==> config.mk <==
export PLATFORM = sky130hd
export DESIGN_NAME = param_tlb
export DESIGN_NICKNAME = d
export VERILOG_FILES = /design/src/rtl/param_tlb.sv
export SDC_FILE = /design/constraint.sdc
export NUM_CORES = 1
export LEC_CHECK = 0
export BUFFER_PORTS_ARGS = -buffer_cell sky130_fd_sc_hd__buf_2
export CORE_AREA = 10 10 148 150
export DETAILED_ROUTE_END_ITERATION = 6
export DIE_AREA = 0 0 158 160
export SYNTH_ARGS = -nofsm -noshare
export SYNTH_HDL_FRONTEND = slang
export SYNTH_SLANG_ARGS = --single-unit
==> constraint.sdc <==
create_clock -name clk -period 6.79 [get_ports clk]
set_input_delay 0.3395 -clock clk [delete_from_list [all_inputs] [get_ports clk]]
set_output_delay 0.3395 -clock clk [all_outputs]
set_load 0.005 [all_outputs]
==> src/rtl/param_tlb.sv <==
// param_tlb: fully-associative TLB with a true-LRU age permutation.
// A lookup is answered one cycle later through registered outputs.
// A fill is performed in the cycle it is requested.
module param_tlb #(
    parameter int ENTRIES   = 4,
    parameter int VA_WIDTH  = 32,
    parameter int PAGE_BITS = 12,
    parameter int PPN_WIDTH = 8
) (
    input  logic                           clk,
    input  logic                           reset,
    input  logic                           flush,
    input  logic                           lookup_valid,
    input  logic [VA_WIDTH-1:0]            vaddr,
    input  logic                           supervisor_mode,
    input  logic                           tlb_write,
    input  logic [VA_WIDTH-PAGE_BITS-1:0]  wr_vpn,
    input  logic [PPN_WIDTH-1:0]           wr_ppn,
    output logic [PPN_WIDTH+PAGE_BITS-1:0] paddr,
    output logic                           resp_valid,
    output logic                           tlb_miss
);
    localparam int VPN_W = VA_WIDTH - PAGE_BITS;
    localparam int AW    = $clog2(ENTRIES);
    localparam int PA_W  = PPN_WIDTH + PAGE_BITS;

    logic [ENTRIES-1:0]                valid;
    logic [ENTRIES-1:0][VPN_W-1:0]     vpn;
    logic [ENTRIES-1:0][PPN_WIDTH-1:0] ppn;
    logic [ENTRIES-1:0][AW-1:0]        age;

    logic [VPN_W-1:0] lk_vpn;
    logic             hit;
    logic [AW-1:0]    hit_idx;
    logic             wr_match;
    logic [AW-1:0]    wr_match_idx;
    logic             inv_found;
    logic [AW-1:0]    inv_idx;
    logic [AW-1:0]    lru_idx;
    logic [AW-1:0]    wr_idx;
    logic             do_fill;
    logic             touch_en;
    logic [AW-1:0]    touch_idx;
    logic [AW-1:0]    touch_age;

    assign lk_vpn = vaddr[VA_WIDTH-1:PAGE_BITS];

    // Associative search: lookup hit, fill-in-place match, first free slot, LRU victim.
    always_comb begin
        hit          = 1'b0;
        hit_idx      = '0;
        wr_match     = 1'b0;
        wr_match_idx = '0;
        inv_found    = 1'b0;
        inv_idx      = '0;
        lru_idx      = '0;
        for (int i = 0; i < ENTRIES; i++) begin
            if (valid[i] && vpn[i] == lk_vpn) begin
                hit     = 1'b1;
                hit_idx = AW'(i);
            end
            if (valid[i] && vpn[i] == wr_vpn) begin
                wr_match     = 1'b1;
                wr_match_idx = AW'(i);
            end
            if (age[i] == AW'(ENTRIES - 1))
                lru_idx = AW'(i);
        end
        // Descending scan so the lowest-index free entry wins.
        for (int i = ENTRIES - 1; i >= 0; i--) begin
            if (!valid[i]) begin
                inv_found = 1'b1;
                inv_idx   = AW'(i);
            end
        end
    end

    // Fill victim choice and which entry (if any) becomes most-recently used.
    always_comb begin
        wr_idx    = wr_match ? wr_match_idx : (inv_found ? inv_idx : lru_idx);
        do_fill   = tlb_write && !flush;
        touch_en  = do_fill || (lookup_valid && !tlb_write && !flush && !supervisor_mode && hit);
        touch_idx = do_fill ? wr_idx : hit_idx;
        touch_age = age[touch_idx];
    end

    // Control state: valid bits, LRU ages and the registered response.
    always_ff @(posedge clk or posedge reset) begin
        if (reset) begin
            valid      <= '0;
            for (int i = 0; i < ENTRIES; i++) age[i] <= AW'(i);
            paddr      <= '0;
            resp_valid <= 1'b0;
            tlb_miss   <= 1'b0;
        end else if (flush) begin
            valid      <= '0;
            for (int i = 0; i < ENTRIES; i++) age[i] <= AW'(i);
            resp_valid <= 1'b0;
        end else begin
            // A fill in the same cycle drops the lookup.
            resp_valid <= lookup_valid && !tlb_write;
            if (tlb_write) begin
                valid[wr_idx] <= 1'b1;
            end else if (lookup_valid) begin
                if (supervisor_mode) begin
                    tlb_miss <= 1'b0;
                    paddr    <= vaddr[PA_W-1:0];
                end else if (hit) begin
                    tlb_miss <= 1'b0;
                    paddr    <= {ppn[hit_idx], vaddr[PAGE_BITS-1:0]};
                end else begin
                    tlb_miss <= 1'b1;
                    paddr    <= '0;
                end
            end
            if (touch_en) begin
                for (int i = 0; i < ENTRIES; i++) begin
                    if (AW'(i) == touch_idx)
                        age[i] <= '0;
                    else if (age[i] < touch_age)
                        age[i] <= age[i] + AW'(1);
                end
            end
        end
    end

    // Tag/data storage needs no reset; the valid bits qualify it.
    always_ff @(posedge clk) begin
        if (tlb_write && !flush) begin
            vpn[wr_idx] <= wr_vpn;
            ppn[wr_idx] <= wr_ppn;
        end
    end
endmodule

# After elaboration in Yosys (flattened, before gate mapping)
# Index checks and enable logic that the tools add are counted.
[classes]
add_sub_neg = 4
n_shift = 0
bitwise_logic = 3
n_div = 0
mux = 57
magnitude_cmp = 8
multipliers = 0
reduce_logical = 30
n_eq_ne = 14
[ops]
columns = ["op", "count"]
rows = [
  ["20-bit equality test", 8],
  ["80-bit bitwise mux", 1],
  ["20-bit 2-to-1 mux", 3],
  ["2-bit 2-to-1 mux", 22],
  ["20-bit demux with 2-bit select", 1],
  ["32-bit bitwise mux", 1],
  ["8-bit 2-to-1 mux", 4],
  ["1-bit 2-to-1 mux", 19],
  ["8-bit binary-select mux with 2-bit select", 1],
  ["8-bit demux with 2-bit select", 1],
  ["1-bit logical AND", 14],
  ["3-bit nonzero test", 4],
  ["2-bit by 3-bit less-than comparator with 1-bit output (second input constant)", 3],
  ["2-bit by 1-bit adder with 2-bit output (second input constant)", 4],
  ["2-bit less-than comparator", 4],
  ["4-bit 2-to-1 mux", 2],
  ["2-bit AND reduction", 4],
  ["2-bit equality test (second input constant)", 3],
  ["2-bit binary-select mux with 2-bit select", 1],
  ["2-bit equality test (first input constant)", 2],
  ["4-bit bitwise OR", 1],
  ["2-bit nonzero test", 2],
  ["1-bit zero test", 3],
  ["3-bit AND reduction", 1],
  ["6 further kinds", 7],
]
[totals]
latchBits = 0
in_bits = 66
out_inout_bits = 22
rom_bits = 0
ram_bits = 0
n_memories = 0
reg_bits = 146

# Logic depth before layout (Yosys ltp)
# Gate-level depths: netlist (run 1).
[logic_depth]
word_depth = 15
mapped_depth = 13

# Least setup slack after synthesis (run 1)
# Ideal clock, no wire load.
[synth_path]
path_kind = "input port to flip-flop"
start = "input port wr_vpn[0]"
end = "register ppn[16] in the netlist's numbering, enable pin"
cell_stages = 8
n_path_buf = 1
slack_ns = 3.503
arrival_ns = 2.873
required_time_ns = 6.376
cell_sequence = "clkbuf_1 > xnor2_1 > nand4_1 > nor3_1 > a221oi_1 > o21ai_1 > nand2_1 > nor2_1"
[synth_rtl]
columns = ["element", "line_no", "rtl"]
rows = [
  ["start, declared", "17", "input logic [VA_WIDTH-PAGE_BITS-1:0] wr_vpn,"],
  ["end signal, assigned by index", "131", "ppn[wr_idx] <= wr_ppn;"],
  ["end, declared", "29", "logic [ENTRIES-1:0][PPN_WIDTH-1:0] ppn;"],
]

# Worst setup path after layout (run 1)
[layout_path]
start = "register vpn[63] in the netlist's numbering"
end = "register age[2] in the netlist's numbering"
[layout_via]
elab_chain_cells = 10
[layout_rtl]
columns = ["element", "line_no", "rtl"]
rows = [
  ["start, declared", "28", "logic [ENTRIES-1:0][VPN_W-1:0] vpn;"],
  ["start signal, assigned by index", "130", "vpn[wr_idx] <= wr_vpn;"],
  ["20-bit equality test", "62", "if (valid[i] && vpn[i] == wr_vpn) begin"],
  ["1-bit logical AND", "62", ""],
  ["2-bit 2-to-1 mux or 1-bit 2-to-1 mux (tied branches)", "62", ""],
  ["2-bit 2-to-1 mux", "80", "wr_idx = wr_match ? wr_match_idx : (inv_found ? inv_idx : lru_idx);"],
  ["2-bit 2-to-1 mux", "83", "touch_idx = do_fill ? wr_idx : hit_idx;"],
  ["2-bit binary-select mux with 2-bit select", "84", "touch_age = age[touch_idx];"],
  ["2-bit 2-to-1 mux (not written as such)", "84", ""],
  ["2-bit less-than comparator", "120", "else if (age[i] < touch_age)"],
  ["3-bit nonzero test (no source line)", "--", ""],
  ["2-bit AND reduction (no source line)", "--", ""],
  ["end signal, assigned by index", "121", "age[i] <= age[i] + AW'(1);"],
  ["end, declared", "30", "logic [ENTRIES-1:0][AW-1:0] age;"],
]
# Several ways; a longest one is shown, not always the timed one. The select of a mux whose other input is x is not followed.
# A chain may end at the register's enable or synchronous reset.

==> results of run 1 <==
[registers in the layout, summed over array words and instances (netlist names)]
name / count
vpn: 80
ppn: 32
paddr: 20
age: 8
valid: 4
resp_valid: 1
tlb_miss: 1
[cells in the final DEF, fill, tap and decap left out, types with 4 or more instances in the layout]
| cell type | instances |
|---|---|
| inv_1 | 12 |
| nor2_1 | 26 |
| a31oi_1 | 6 |
| xor2_1 | 67 |
| edfxtp_1 | 112 |
| dfrtp_1 | 30 |
| nor4_1 | 23 |
| o22ai_1 | 9 |
| o21ai_0 | 25 |
| a22o_1 | 13 |
| nand4_1 | 26 |
| nor3_1 | 7 |
| buf_4 | 7 |
| dfstp_2 | 4 |
| nand3_1 | 9 |
| inv_6 | 4 |
| inv_8 | 5 |
| clkbuf_16 | 17 |
| buf_2 | 87 |
| mux2i_1 | 12 |
| xnor2_1 | 93 |
| bufinv_16 | 4 |
| nand2_1 | 27 |
| a21oi_1 | 16 |
[cells by family after synthesis]
group	share of synthesized area [%]
AND/OR/NAND/NOR	10.71
adder cells (fa/ha/maj)	0.5046
multiplexers	2.102
buffers and inverters	2.136
AO/OA/AOI/OAI	8.998
XOR/XNOR	18.84
flip-flops	56.71
[synth_stat cells (3+ instances only)]
cell type  count
a21o_1         3
a21oi_1       16
a22o_1        13
a31oi_1        6
buf_2          4
buf_6          3
clkbuf_1      13
dfrtp_1       30
dfstp_2        4
edfxtp_1     112
ha_1           3
inv_1         12
mux2i_1       12
nand2_1       27
nand2b_1       3
nand3_1        9
nand4_1       26
nor2_1        28
nor2b_1        3
nor3_1         7
nor4_1        23
o211ai_1       3
o21ai_0       25
o22ai_1        9
xnor2_1       93
xor2_1        67
[metrics by stage]
stage	total power, mW	hold WS [ps]
floorplan	1.210	438.4
global placement	1.322	449.2
detailed placement	1.326	464.8
CTS	2.380	1.400
global route	2.443	34.11
finish	2.366	-1.829
[worst max-delay path, stage by stage (launching register included)]
cell and delay [ps]:
edfxtp_1 420, xor2_1 180, nor4_1 580, nand3_1 140
nor4_1 430, nor2b_1 240, a21oi_4 390, mux2i_1 410
mux2i_4 170, o31a_1 330, o32ai_1 160, a21oi_2 50
[how the worst min path moves through the flow]
stage | cells after the start | end | slack, ps | from
detailed placement | 3 | resp_valid | 460 | reset
global route | 3 | paddr[1] | 30 | reset
CTS | 3 | resp_valid | 1 | reset
floorplan | 0 | ppn[0] | 440 | wr_ppn[0]
global placement | 3 | resp_valid | 450 | reset
finish | 3 | resp_valid | -2 | reset
[final cells by class]
| type | count | area (µm²) | area share, % |
|---|---|---|---|
| inverter | 13 | 48.80 | 0.5556 |
| multi-input combinational | 417 | 3067 | 34.92 |
| sequential | 146 | 4219 | 48.04 |
| clock buffer | 17 | 425.4 | 4.844 |
| timing repair buffer | 94 | 488.0 | 5.556 |
| tap | 238 | 297.8 | 3.391 |
| clock inverter | 15 | 236.5 | 2.693 |
[power groups by stage]
| stage | Clock, mW | Sequential [mW] | Combinational (mW) |
|---|---|---|---|
| after CTS | 1.07 | 1.04 | 0.268 |
| final | 1.06 | 1.04 | 0.267 |
| after floorplan | 0 | 1.06 | 0.155 |
| after global routing | 1.10 | 1.05 | 0.292 |
| after detailed placement | 0 | 1.06 | 0.266 |
| after global placement | 0 | 1.06 | 0.264 |
[layer usage]
layer	wire (µm)	vias up
li1	-	2393
met1	9292	2517
met2	10470	156
met3	955	24
met4	321	0
met5	0	-
==> flow_summary.json, run 1 <==
{
  "status": "finished with violations",
  "violations": "negative hold slack",
  "vias_per_cell": 5.415,
  "clock_skew_ps": 7.347,
  "ir_drop_uv": 173.3,
  "wl_mm": 21.04,
  "power_leakage_nw": 3.189,
  "worstPathArrival_ps": 3940,
  "die_area_um2": 25280,
  "setup_ws_ps": 3202,
  "internal_power_mw": 1.752,
  "comb_power_share_pct": 11.3,
  "clkTransAtPathRegs_ps": 70,
  "cts_hold_buf": 0,
  "syn_avg_cell_area_um2": 12.46,
  "crit_fanout": 13,
  "drive_gt1_share_pct": 20.94,
  "syn_inst": 597,
  "finalNonFillerCells": 940,
  "drv_cap": 0,
  "postCtsSetupRepairBufs": 0,
  "first_global_vias": 5244,
  "start_util_pct": 38.99,
  "synth.distinct_cells": 63,
  "grt_max_degree": 35,
  "synth_area_leaders": "edfxtp_1, xnor2_1, dfrtp_1",
  "max_freq_mhz": 278.7,
  "track_usage_pct": 16.90,
  "use_met3_pct": 3.626,
  "drt_iter0_drc": 397,
  "die_h_um": 160,
  "drc": 0,
  "rsz0062_at_grt": "no",
  "cts_buffer_depth": 2,
  "nets": 758,
  "hold_slack_ps": -1.829,
  "grt-ovfl-total": 0,
  "use_met1_pct": 21.63,
  "cp.required_ps": 7150,
  "cts_tree": "built",
  "syn_to_final_growth_pct": 18.05,
  "root_buffer": "clkbuf_16",
  "place_congestion": 0.8997,
  "place_area_um2": 8120,
  "fp-row-count": 51,
  "clock-sinks": 146,
  "ys_warn_count": 0,
  "final_hold_viol_count": 9,
  "hold_path.class": "in2async",
  "numCtsBuffers": 17,
  "p_sw_share_pct": 25.94,
  "setup_violations": 0,
  "dp_cells": 908,
  "slew_viol_final": 0,
  "routedWlPerCell_um": 22.38,
  "antenna_found_initial": 0,
  "reg2reg_slack_ps": 3200,
  "worstMarginPinSlew_ps": 912.8,
  "ctsResizeCount": 0,
  "p_clk_share_pct": 44.7,
  "via_count": 5090,
  "period_minus_slack_ps": 3588,
  "start_kind": "flip-flop",
  "core-area_um2": 19080,
  "insertion_delay_ps": 430,
  "endpoint": "age[2]",
  "io_pins": 88,
  "fin_util_pct": 46.03,
  "slew_headroom_pct": 38.92,
  "finalCritPeriodShare_pct": 52.84,
  "grt_util_met2_pct": 27.78,
  "grt_busiest_layer": "met2",
  "synthDominantCellAreaShare_pct": 45.21,
  "synth_area_leader_cell": "edfxtp_1",
  "dp_hpwl_mm": 15.61,
  "r2r_start": "vpn[63]",
  "p_seq_share_pct": 44.1,
  "p_per_area_nw_per_um2": 269.4,
  "synthArstFlopShare_pct": 23.29,
  "cp-end-kind": "flip-flop",
  "path_class": "reg2reg",
  "crit_start": "vpn[63]",
  "syn_area_um2": 7440,
  "io_buffers": 87,
  "diodes": 0,
  "first_pass_iters": 5,
  "ys_ff_latch": 146,
  "syn-num-nets": 666,
  "r2r_end": "age[2]",
  "yosysSeqAreaShare_pct": 56.71,
  "fill_cells": 1716,
  "cts-htree-levels": 4,
  "final_area_um2": 8782,
  "antenna_left": 0,
  "p_sw_mw": 0.6135,
  "fin_setup_tns_ps": 0,
  "pre_cts_ws_ps": 3206,
  "die_x_um": 158,
  "synth_edf_count": 112,
  "grt_pass1_wl_mm": 31.86,
  "rr_worst_depth": 11,
  "synthFlopType": "edfxtp_1"
}
Note: power is estimated with default switching activity, not from simulation.
==> run 2: changes to the inputs <==
==> constraint.sdc (replaced) <==
create_clock -name clk -period 3.2 [get_ports clk]
set_input_delay 0.16 -clock clk [delete_from_list [all_inputs] [get_ports clk]]
set_output_delay 0.16 -clock clk [all_outputs]
set_load 0.005 [all_outputs]
==> flow_summary.json, run 2 (synthesis results as in run 1) <==
{
  "status": "completed",
  "die_area_um2": 25280,
  "largest_register_ffs": 80,
  "syn_to_final_growth_pct": 25.60,
  "finalNonFillerCells": 995,
  "final_common_cell": "edfxtp_1",
  "cts_tree": "built",
  "place_area_um2": 8363,
  "final_cell_mix": "edfxtp_1, xnor2_1, buf_2, xor2_1, buf_4",
  "place_congestion": 0.9094,
  "r2r_end": "age[5]",
  "top_register": "vpn",
  "cts_buffer_depth": 2,
  "nets": 813,
  "max_freq_mhz": 324.3,
  "use_met3_pct": 3.035,
  "io_pins": 88,
  "clkTransAtPathRegs_ps": 70,
  "hold_slack_ps": 13.54,
  "fp-row-count": 51,
  "slew_viol_final": 0,
  "first_pass_iters": 7,
  "die_x_um": 158,
  "io_buffers": 87,
  "fin_util_pct": 48.97,
  "reg_top3": "vpn (80), ppn (32), paddr (20)",
  "drt_iter0_drc": 451,
  "slew_headroom_pct": 55.88,
  "worstPathCellList": "xnor2_1 -> nand4_1 -> nor4_1 -> buf_4 -> nand4_1 -> a21boi_2 -> a21oi_4 -> buf_12 -> buf_4 -> mux2i_1 -> mux2i_2 -> a211o_1 -> nand4_1 -> o2111ai_1",
  "insertion_delay_ps": 430,
  "worst_hold_path.num_cells": 1,
  "hold_path_startpoint": "wr_vpn[11]",
  "vias_per_cell": 5.363,
  "worstMarginPinSlew_ps": 659.3,
  "cpPeakStageDelay_ps": 420,
  "grt_max_degree": 35,
  "start_kind": "flip-flop",
  "fin_setup_tns_ps": 0,
  "pre_cts_ws_ps": -112.1,
  "cts-htree-levels": 4,
  "hold_path.class": "in2reg",
  "dp_hpwl_mm": 16.08,
  "numCtsBuffers": 17,
  "core-area_um2": 19080,
  "finalCritPeriodShare_pct": 96.36,
  "ir_drop_uv": 359.6,
  "grt-ovfl-total": 0,
  "final_area_um2": 9344,
  "r2r_start": "vpn[54]",
  "track_usage_pct": 17.15,
  "drc": 0,
  "dp_cells": 937,
  "period_minus_slack_ps": 3084,
  "diodes": 0,
  "antenna_found_initial": 0,
  "grt_pass1_wl_mm": 33.19,
  "rr_worst_depth": 14,
  "start_util_pct": 38.99,
  "setup_ws_ps": 116.4,
  "crit_fanout": 7,
  "p_per_area_nw_per_um2": 544.7,
  "worstPathArrival_ps": 3410,
  "finalPower_mw": 5.089,
  "via_count": 5336,
  "drv_cap": 0,
  "setup_violations": 0,
  "final_hold_viol_count": 0,
  "grt_busiest_layer": "met2",
  "reg2reg_slack_ps": 120,
  "cp.required_ps": 3530,
  "grt_util_met2_pct": 28.24,
  "clock-sinks": 146,
  "hold_end": "vpn[51]",
  "path_class": "reg2reg",
  "antenna_left": 0,
  "routedWlPerCell_um": 21.65,
  "first_global_vias": 5606,
  "cp-end-kind": "flip-flop",
  "slowest_stage": "edfxtp_1",
  "clock_skew_ps": 9.628,
  "root_buffer": "clkbuf_16",
  "die_h_um": 160,
  "use_met1_pct": 22.53,
  "wl_mm": 21.54,
  "rsz0062_at_grt": "no",
  "timing.critical_path.mode_cell": "nand4_1",
  "power_leakage_nw": 3.458,
  "drive_gt1_share_pct": 24.83
}
run 2: critical path, delay by kind of cell, from the launching register on:
kind / cells / cell delay (ps)
simple gates: 4 / 750
buf+inv: 3 / 420
mux: 2 / 320
xor+xnor: 1 / 310
compound gates: 4 / 770
flops: 1 / 420
run 2: what timing repair did:
| action | 4_1_cts | 5_1_grt |
|---|---|---|
| hold buffers | 23 | 0 |
| gates resized for setup | 3 | 10 |
| setup endpoints to repair | 8 | 8 |
| pin swaps | 0 | 4 |
| endpoints found under the hold margin | 76 | 0 |
| buffers inserted | 1 | 2 |
run 2: worst max-delay path by stage:
| stage | from | end | slack, ps |
|---|---|---|---|
| finish | vpn[54] | age[5] | 120 |
| global route | vpn[54] | age[2] | 5 |
| CTS | vpn[63] | age[4] | 2 |
| detailed placement | vpn[63] | age[0] | -110 |
| global placement | vpn[63] | age[0] | -90 |
| floorplan | vpn[15] | ppn[16] | 60 |
run 2: routing by layer:
metal	vias up	wire [µm]
li1	2492	-
met2	160	10780
met1	2661	9453
met5	-	0
met3	23	956
met4	0	357
run 2: power breakdown:
group	total, mW	internal, mW	switching (mW)
Combinational	0.632	0.277	0.355
Sequential	2.21	2.14	0.0716
Clock	2.24	1.35	0.891
Total	5.09	3.77	1.32
run 2: final cells by class:
type,instances,area [µm²]
inverters,13,48.80
clock inverters,15,236.5
repair buffers,149,996.0
fillers,1675,9736
well taps,238,297.8
clock buffers,17,425.4
multi-input cells,417,3120
flip-flops and latches,146,4219
